--- config.mk ---
export PLATFORM = sky130hd
export DESIGN_NAME = tile_readback
export DESIGN_NICKNAME = d
export VERILOG_FILES = /design/src/rtl/life_pkg.sv /design/src/rtl/rd_lat_counter.sv /design/src/rtl/tile_readback.sv
export SDC_FILE = /design/constraint.sdc
export NUM_CORES = 1
export LEC_CHECK = 0
export ABC_AREA = 1
export ABC_CLOCK_PERIOD_IN_PS = 4550
export CAP_MARGIN = 20
export CORE_ASPECT_RATIO = 1.75
export CORE_UTILIZATION = 40
export DETAILED_ROUTE_END_ITERATION = 8
export HOLD_SLACK_MARGIN = 0.06
export MAX_ROUTING_LAYER = met4
export PLACE_DENSITY = 0.74
export SLEW_MARGIN = 30
export SYNTH_ARGS = -nofsm -noshare
export SYNTH_HDL_FRONTEND = slang
export SYNTH_SLANG_ARGS = --single-unit
--- constraint.sdc ---
create_clock -name clk -period 4.55 [get_ports clk]
set_clock_uncertainty 0.1 [all_clocks]
set_input_delay 0.91 -clock clk [delete_from_list [all_inputs] [get_ports clk]]
set_output_delay 0.91 -clock clk [all_outputs]
set_load 0.01 [all_outputs]
--- src/rtl/life_pkg.sv ---
// Shared types and default sizes for the life tile datapath: FSM state enum, tile geometry, latency counter width.
package life_pkg;
    localparam int N_TILES_DEF = 4;
    localparam int TILE_W_DEF  = 16;
    localparam int SEL_W_DEF   = 2;
    localparam int CNT_W       = 3;

    typedef enum logic [2:0] {
        IDLE,
        REQ,
        WAIT,
        HOLD,
        DONE
    } state_t;
endpackage

--- src/rtl/rd_lat_counter.sv ---
// Loadable down-counter that times the Block_Mem read latency; zero flags that the read data is due.
module rd_lat_counter import life_pkg::*; (
    input  logic             clk,
    input  logic             reset,
    input  logic             load,
    input  logic             dec,
    input  logic [CNT_W-1:0] load_val,
    output logic             zero
);
    logic [CNT_W-1:0] count;

    always_ff @(posedge clk) begin
        if (!reset) begin
            count <= '0;
        end else if (load) begin
            count <= load_val;
        end else if (dec && (count != '0)) begin
            count <= count - 1'b1;
        end
    end

    assign zero = (count == '0);
endmodule

--- src/rtl/tile_readback.sv ---
// Reads N_TILES tile words out of Block_Mem and streams them to the life array over a valid/ready handshake.
// Defining READBACK_CSUM_EN adds the checksum port: XOR of every tile transferred in the most recent pass.
module tile_readback import life_pkg::*; #(
    parameter int N_TILES = N_TILES_DEF,
    parameter int TILE_W  = TILE_W_DEF,
    parameter int SEL_W   = SEL_W_DEF,
    parameter int RD_LAT  = 1
) (
    input  logic              clk,
    input  logic              reset,
    input  logic              start,
    output logic              busy,
    output logic              done,
    output logic [SEL_W-1:0]  mem_sel,
    output logic              mem_rd_en,
    input  logic [TILE_W-1:0] mem_data,
    output logic              tile_valid,
    input  logic              tile_ready,
    output logic [TILE_W-1:0] tile_data,
    output logic [SEL_W-1:0]  tile_pos
`ifdef READBACK_CSUM_EN
    ,
    output logic [TILE_W-1:0] checksum
`endif
);
    state_t           state;
    state_t           next_state;
    logic [SEL_W-1:0] idx;
    logic             last_tile;
    logic             accept;
    logic             cnt_load;
    logic             cnt_dec;
    logic             cnt_zero;
    logic             capture;
    logic             xfer;

    assign last_tile  = (idx == SEL_W'(N_TILES - 1));
    assign mem_sel    = idx;
    assign busy       = (state == REQ) || (state == WAIT) || (state == HOLD);
    assign done       = (state == DONE);
    assign tile_valid = (state == HOLD);

    rd_lat_counter u_lat (
        .clk      (clk),
        .reset    (reset),
        .load     (cnt_load),
        .dec      (cnt_dec),
        .load_val (CNT_W'(RD_LAT)),
        .zero     (cnt_zero)
    );

    always_comb begin
        next_state = state;
        accept     = 1'b0;
        cnt_load   = 1'b0;
        cnt_dec    = 1'b0;
        capture    = 1'b0;
        xfer       = 1'b0;
        case (state)
            IDLE: begin
                if (start) begin
                    accept     = 1'b1;
                    next_state = REQ;
                end
            end
            REQ: begin
                cnt_load   = 1'b1;
                next_state = WAIT;
            end
            WAIT: begin
                if (cnt_zero) begin
                    capture    = 1'b1;
                    next_state = HOLD;
                end else begin
                    cnt_dec = 1'b1;
                end
            end
            HOLD: begin
                if (tile_ready) begin
                    xfer       = 1'b1;
                    next_state = last_tile ? DONE : REQ;
                end
            end
            DONE:    next_state = IDLE;
            default: next_state = IDLE;
        endcase
    end

    // The read strobe is registered, so Block_Mem sees it in the first WAIT cycle.
    always_ff @(posedge clk) begin
        if (!reset) begin
            state     <= IDLE;
            idx       <= '0;
            mem_rd_en <= 1'b0;
            tile_data <= '0;
            tile_pos  <= '0;
        end else begin
            state     <= next_state;
            mem_rd_en <= cnt_load;
            if (capture) begin
                tile_data <= mem_data;
                tile_pos  <= idx;
            end
            if (xfer) begin
                idx <= last_tile ? '0 : idx + 1'b1;
            end
        end
    end

`ifdef READBACK_CSUM_EN
    always_ff @(posedge clk) begin
        if (!reset) begin
            checksum <= '0;
        end else if (accept) begin
            checksum <= '0;
        end else if (xfer) begin
            checksum <= checksum ^ tile_data;
        end
    end
`endif

    logic unused_accept;
    assign unused_accept = accept;
endmodule

; After elaboration in Yosys (flattened, before gate mapping)
; Index checks and enable logic that the tools add are counted.
[totals]
mem_bits_ro = 0
mem_bits_rw = 0
ff_bits = 27
latch_bits = 0
output_inout_bits = 24
inputBits = 20
wordCells = 42
memories = 0
[op_classes]
mul = 0
n_eq_ne = 8
n_bitwise = 1
n_div = 0
add_sub_neg = 2
shifts = 0
magnitude_cmp = 0
n_mux = 15
reduce_logical = 9
[ops]
columns = op, n
row1 = $mux W3, 4
row2 = $pmux W3 S4, 1
row3 = $mux W1, 9
row4 = $eq A3 B2 Y1 const B, 2
row5 = $logic_not A3 Y1, 2
row6 = $ne A2 B2 Y1 const B, 2
row7 = $eq A3 B1 Y1 const B, 1
row8 = $eq A3 B3 Y1 const B, 1
row9 = $reduce_and A3 Y1, 1
row10 = $reduce_bool A3 Y1, 1
row11 = $sub A3 B1 Y3 const B, 1
row12 = $add A2 B1 Y2 const B, 1
row13 = $eq A2 B2 Y1 const B, 1
row14 = $logic_or A1 B1 Y1, 2
row15 = $mux W2, 1
row16 = $ne A2 B1 Y1 const B, 1
row17 = $reduce_bool A2 Y1, 1
row18 = $reduce_or A2 Y1, 1
row19 = $logic_and A1 B1 Y1, 1
row20 = $not A1 Y1, 1

; Logic depth before layout (Yosys ltp)
[depth]
depth_word = 6
depth_mapped = 9
ltp_nobuf = 9

; Cells and area by module
; A second synthesis with hierarchy kept.
[unflattened]
cells_unflattened = 163
area_unflattened_um2 = 1176.1
[by_module_without_submodules]
columns = mod, seq_area_each_um2, area_each_um2, n_inst, cells_per_inst
row1 = tile_readback, 480.5, 978.4, 1, 130
row2 = rd_lat_counter, 60.1, 197.7, 1, 33

; Least setup slack after synthesis
; No wires, ideal clock.
[synth_path]
path_kind = reg2out
start = register state[0]
end = output tile_valid
t_arrival_ns = 0.735
stages_incl_launch_ff = 3
t_required_ns = 3.540
path_buffers = 0
setup_slack_ns = 2.805
path_cell_list = dfxtp_1 -> nand2_1 -> nor2_2
[synth_via]
elab_chain_len = 1
[synth_lines]
columns = element, line_no
row1 = from (decl), tile_readback.sv:26  ; state_t state;
row2 = from (signal assigned), tile_readback.sv:98  ; state <= next_state;
row3 = $eq A3 B2 Y1, tile_readback.sv:41  ; assign tile_valid = (state == HOLD);
row4 = to (decl), tile_readback.sv:17  ; output logic tile_valid,
; No other way between the ends.

; Final worst setup path
; Same ends and word-level chain as after synthesis.

==> results by group <==
Status
  – Outcome: finished, final reports clean

Clock tree
  – Setup Buffers After CTS: 0
  – Longest Clk Path Bufs: 2
  – Clk slew on worst S/H paths: 0.09 ns
  – Clock tree from TritonCTS: done
  – Number of buffers inserted by hold repair at cts: 0
  – Clock root cell: sky130_fd_sc_hd__clkbuf_8
  – Clock H-tree levels: 1
  – PostCTS Resize Cnt: 0
  – Clock network latency to the later pin of the worst-skew pair: 0.27 ns
  – Clock sinks: 27
  – Number of CTS-inserted buffers: 3

Power and ir drop
  – Pleak: 0.658 nW
  – Internal portion of total power: 476 uW
  – Part of the total power dissipated in sequential elements: 0.435
  – Combinational share of power: 0.381
  – Switching power: 239 uW
  – Power density of the placed cells: 439 nW/um2
  – Switching part of the total: 0.334
  – Proportion of power drawn by the clock network: 0.184
  – Worst voltage drop across the vdd grid: 254 uV

Detailed routing
  – Final wirelength: 2.60 mm
  – Remaining design rule violation count: 0
  – Iteration-0 DRC Markers: 23
  – Antenna Violating Nets Remaining: 0
  – Routed wirelength normalized by instance count: 11.8 um
  – Drt via density: 4.98
  – DR vias: 1096
  – Number of iterations in the first detailed-routing pass: 4

Critical path
  – WP data arrival: 1.63 ns
  – Flop2flop setup slack: 2.88 ns
  – Sequence of cells on the critical path: nand2_1, nor2_2, clkdlybuf4s50_1
  – Slowest CP cell: sky130_fd_sc_hd__clkdlybuf4s50_1
  – Type of element capturing the critical path: output pin
  – Element type at the critical path start: register
  – Critical Path Fanout Max: 7
  – CP max stage delay: 0.58 ns
  – R2R Path Start: u_lat.count[0]$_SDFFE_PN0P_
  – Category of the critical setup timing path: reg2out
  – Reg-to-reg endpoint: u_lat.count[1]$_SDFFE_PP0P_
  – Worst reg-to-reg path cell count: 9
  – Required time at the endpoint of the critical path: 3.54 ns

Place
  – Placement-stage worst setup slack: 2.09 ns
  – Weighted congestion reported at the end of routability-driven placement: 0.839
  – Port bufs: 43
  – DP Wirelength: 1.95 mm
  – Placed cell count: 216

Floorplanning
  – Initial standard-cell utilization of the core: 0.425
  – Die outline height: 73.2 um
  – IO Count: 44
  – Die extent in x: 42.7 um
  – Row Count: 25
  – Total die area: 3120 um2
  – Placeable core region: 2720 um2

Global routing
  – Met2 GRT Util: 0.337
  – Global Route met1 Usage: 0.186
  – Pin count of the biggest net entering global routing: 25
  – All-layer global routing usage: 0.186
  – First-pass GRT wire length: 4.43 mm
  – Initial antenna violation count: 0
  – Met3 Use GR: 0.0297
  – Total grt overflow: 0
  – Most used routing layer in global routing: met2
  – Via count of the first global-routing pass: 1088

Synthesis
  – Avg Cell Area, Syn: 7.72 um2
  – Register bit count reported by yosys: 27
  – Top cell types by occurrence after synthesis: 41 x sky130_fd_sc_hd__nor2_1, 27 x sky130_fd_sc_hd__dfxtp_1, 18 x sky130_fd_sc_hd__nand2_1
  – Synth top area share: 0.467
  – Biggest area contributors in the synthesized netlist: sky130_fd_sc_hd__dfxtp_1 47%, sky130_fd_sc_hd__nor2_1 13%, sky130_fd_sc_hd__nor2_2 5.9%
  – Number of synthesized flops with an enable pin: 0
  – Number of standard cells after synthesis: 150
  – Synth Cell Area: 1160 um2
  – Dominant cell by count in the synthesized netlist: sky130_fd_sc_hd__nor2_1
  – Distinct cells, synth: 21
  – Most used DFF post-synth: sky130_fd_sc_hd__dfxtp_1
  – Syn. warnings: 0
  – Leading area contributor after synthesis: sky130_fd_sc_hd__dfxtp_1
  – Syn nets: 173
  – Sequential-to-total area share from yosys stat: 0.467
  – Ys async rst share: 0

Worst hold path
  – Hold Path End: tile_pos[1]$_SDFFE_PN0P_
  – Min-Delay Startpoint: tile_pos[1]$_SDFFE_PN0P_
  – Worst min path class: reg2reg
  – Cell depth of the worst min-delay path: 2

Layout
  – Count of non-filler cells in the finished layout: 220
  – Fill cell instance count of the final layout: 255
  – Layout Area Growth over Synthesis: 40.8%
  – Fraction of final layout cells with drive strength greater than 1: 0.109
  – Diodes inserted: 0
  – Core utilization of the finished layout: 0.599
  – Number of nets in the layout: 217

Timing
  – Max-slew violations: 0
  – Final hold violation count: 0
  – Slew margin rel.: 0.501
  – Total of endpoints with negative setup slack in the final report: 0
  – Total negative slack: 0 ns
  – Shortest period the worst path allows: 2.64 ns
  – Post-route clock period utilization: 0.581
  – Timing-limited maximum frequency: 378 MHz
  – Worst Max-Slew Pin Slew: 0.746 ns
  – Final worst setup slack: 1.91 ns
  – Hold slack: 0.386 ns
  – RSZ-0062 raised after global routing: no

Run
  – Max_cap viols: 0
-- state kept, by name (all words and copies together) (netlist names) --
signal and count:
tile_data 16, state 3, u_lat.count 3, mem_sel 2, tile_pos 2, mem_rd_en 1
-- power by group through the flow --
stage / sequential, mW / combinational (mW) / clock [mW]
2_1_floorplan: 0.329 / 0.153 / 0
3_3_place_gp: 0.313 / 0.268 / 0
3_5_place_dp: 0.316 / 0.274 / 0
4_1_cts: 0.311 / 0.276 / 0.137
5_1_grt: 0.317 / 0.301 / 0.150
6_report: 0.311 / 0.273 / 0.132
-- worst max-delay path: cells and delay by family (launching register included) --
kind          cells  cell delay, ns
buf+inv           1            0.58
simple gates      2            0.31
flops             1            0.48
-- cell type report --
type | count | area, um2 | share of cell area
clock inverters | 1 | 5.00 | 0.00307
repair buffers | 43 | 430 | 0.264
well taps | 27 | 33.8 | 0.0207
inverters | 13 | 56.3 | 0.0346
multi-input cells | 106 | 522 | 0.320
flip-flops and latches | 27 | 541 | 0.332
clock buffers | 3 | 41.3 | 0.0253
-- per-layer routing --
metal / wire, um / share of wire / up-vias
met4: 34 / 0.013 / 0
met3: 123 / 0.047 / 4
met1: 1000 / 0.38 / 499
met5: 0 / 0 / -
li1: - / - / 560
met2: 1440 / 0.55 / 33
-- metrics by stage --
| stage | total power, mW | area (um2) |
|---|---|---|
| 6_report | 0.715 | 1630 |
| 5_1_grt | 0.768 | 1630 |
| 4_1_cts | 0.724 | 1630 |
| 3_5_place_dp | 0.590 | 1580 |
| 3_3_place_gp | 0.581 | 1580 |
| 2_1_floorplan | 0.481 | 1160 |
-- cells in the final DEF, fill, tap and decap left out --
master,n
sky130_fd_sc_hd__clkdlybuf4s50_1,43
sky130_fd_sc_hd__nor2_1,41
sky130_fd_sc_hd__dfxtp_1,27
sky130_fd_sc_hd__nand2_1,18
sky130_fd_sc_hd__inv_1,11
sky130_fd_sc_hd__nor2_2,11
sky130_fd_sc_hd__o21ai_1,10
sky130_fd_sc_hd__o21ai_0,8
sky130_fd_sc_hd__nand3_1,7
sky130_fd_sc_hd__ha_1,3
sky130_fd_sc_hd__clkbuf_8,3
sky130_fd_sc_hd__a21oi_1,2
sky130_fd_sc_hd__inv_2,1
sky130_fd_sc_hd__nor3_1,1
sky130_fd_sc_hd__nand2_2,1
sky130_fd_sc_hd__nor2_4,1
sky130_fd_sc_hd__nand2_8,1
sky130_fd_sc_hd__inv_8,1
sky130_fd_sc_hd__nand3_2,1
sky130_fd_sc_hd__o22ai_1,1
sky130_fd_sc_hd__clkinv_2,1
-- kinds of logic (layout without fill, tap and decap cells) --
group	after synthesis	in the layout	synth area share
AND/OR/NAND/NOR	82	82	0.326
AO/OA/AOI/OAI	21	21	0.0919
flip-flops	27	27	0.467
buffers and inverters	17	60	0.0822
adder cells (fa/ha/maj)	3	3	0.0324
-- worst max-delay path by stage --
stage	from	end	slack, ns	cells after the start
floorplan	state[0]$_SDFFE_PN0P_	tile_valid	2.81	2
global placement	reset	u_lat.count[0]$_SDFFE_PN0P_	2.16	5
detailed placement	reset	u_lat.count[0]$_SDFFE_PN0P_	2.09	5
CTS	state[0]$_SDFFE_PN0P_	tile_valid	1.90	3
global route	state[0]$_SDFFE_PN0P_	tile_valid	1.79	3
finish	state[0]$_SDFFE_PN0P_	tile_valid	1.91	3
(Power assumes the default switching activity.)
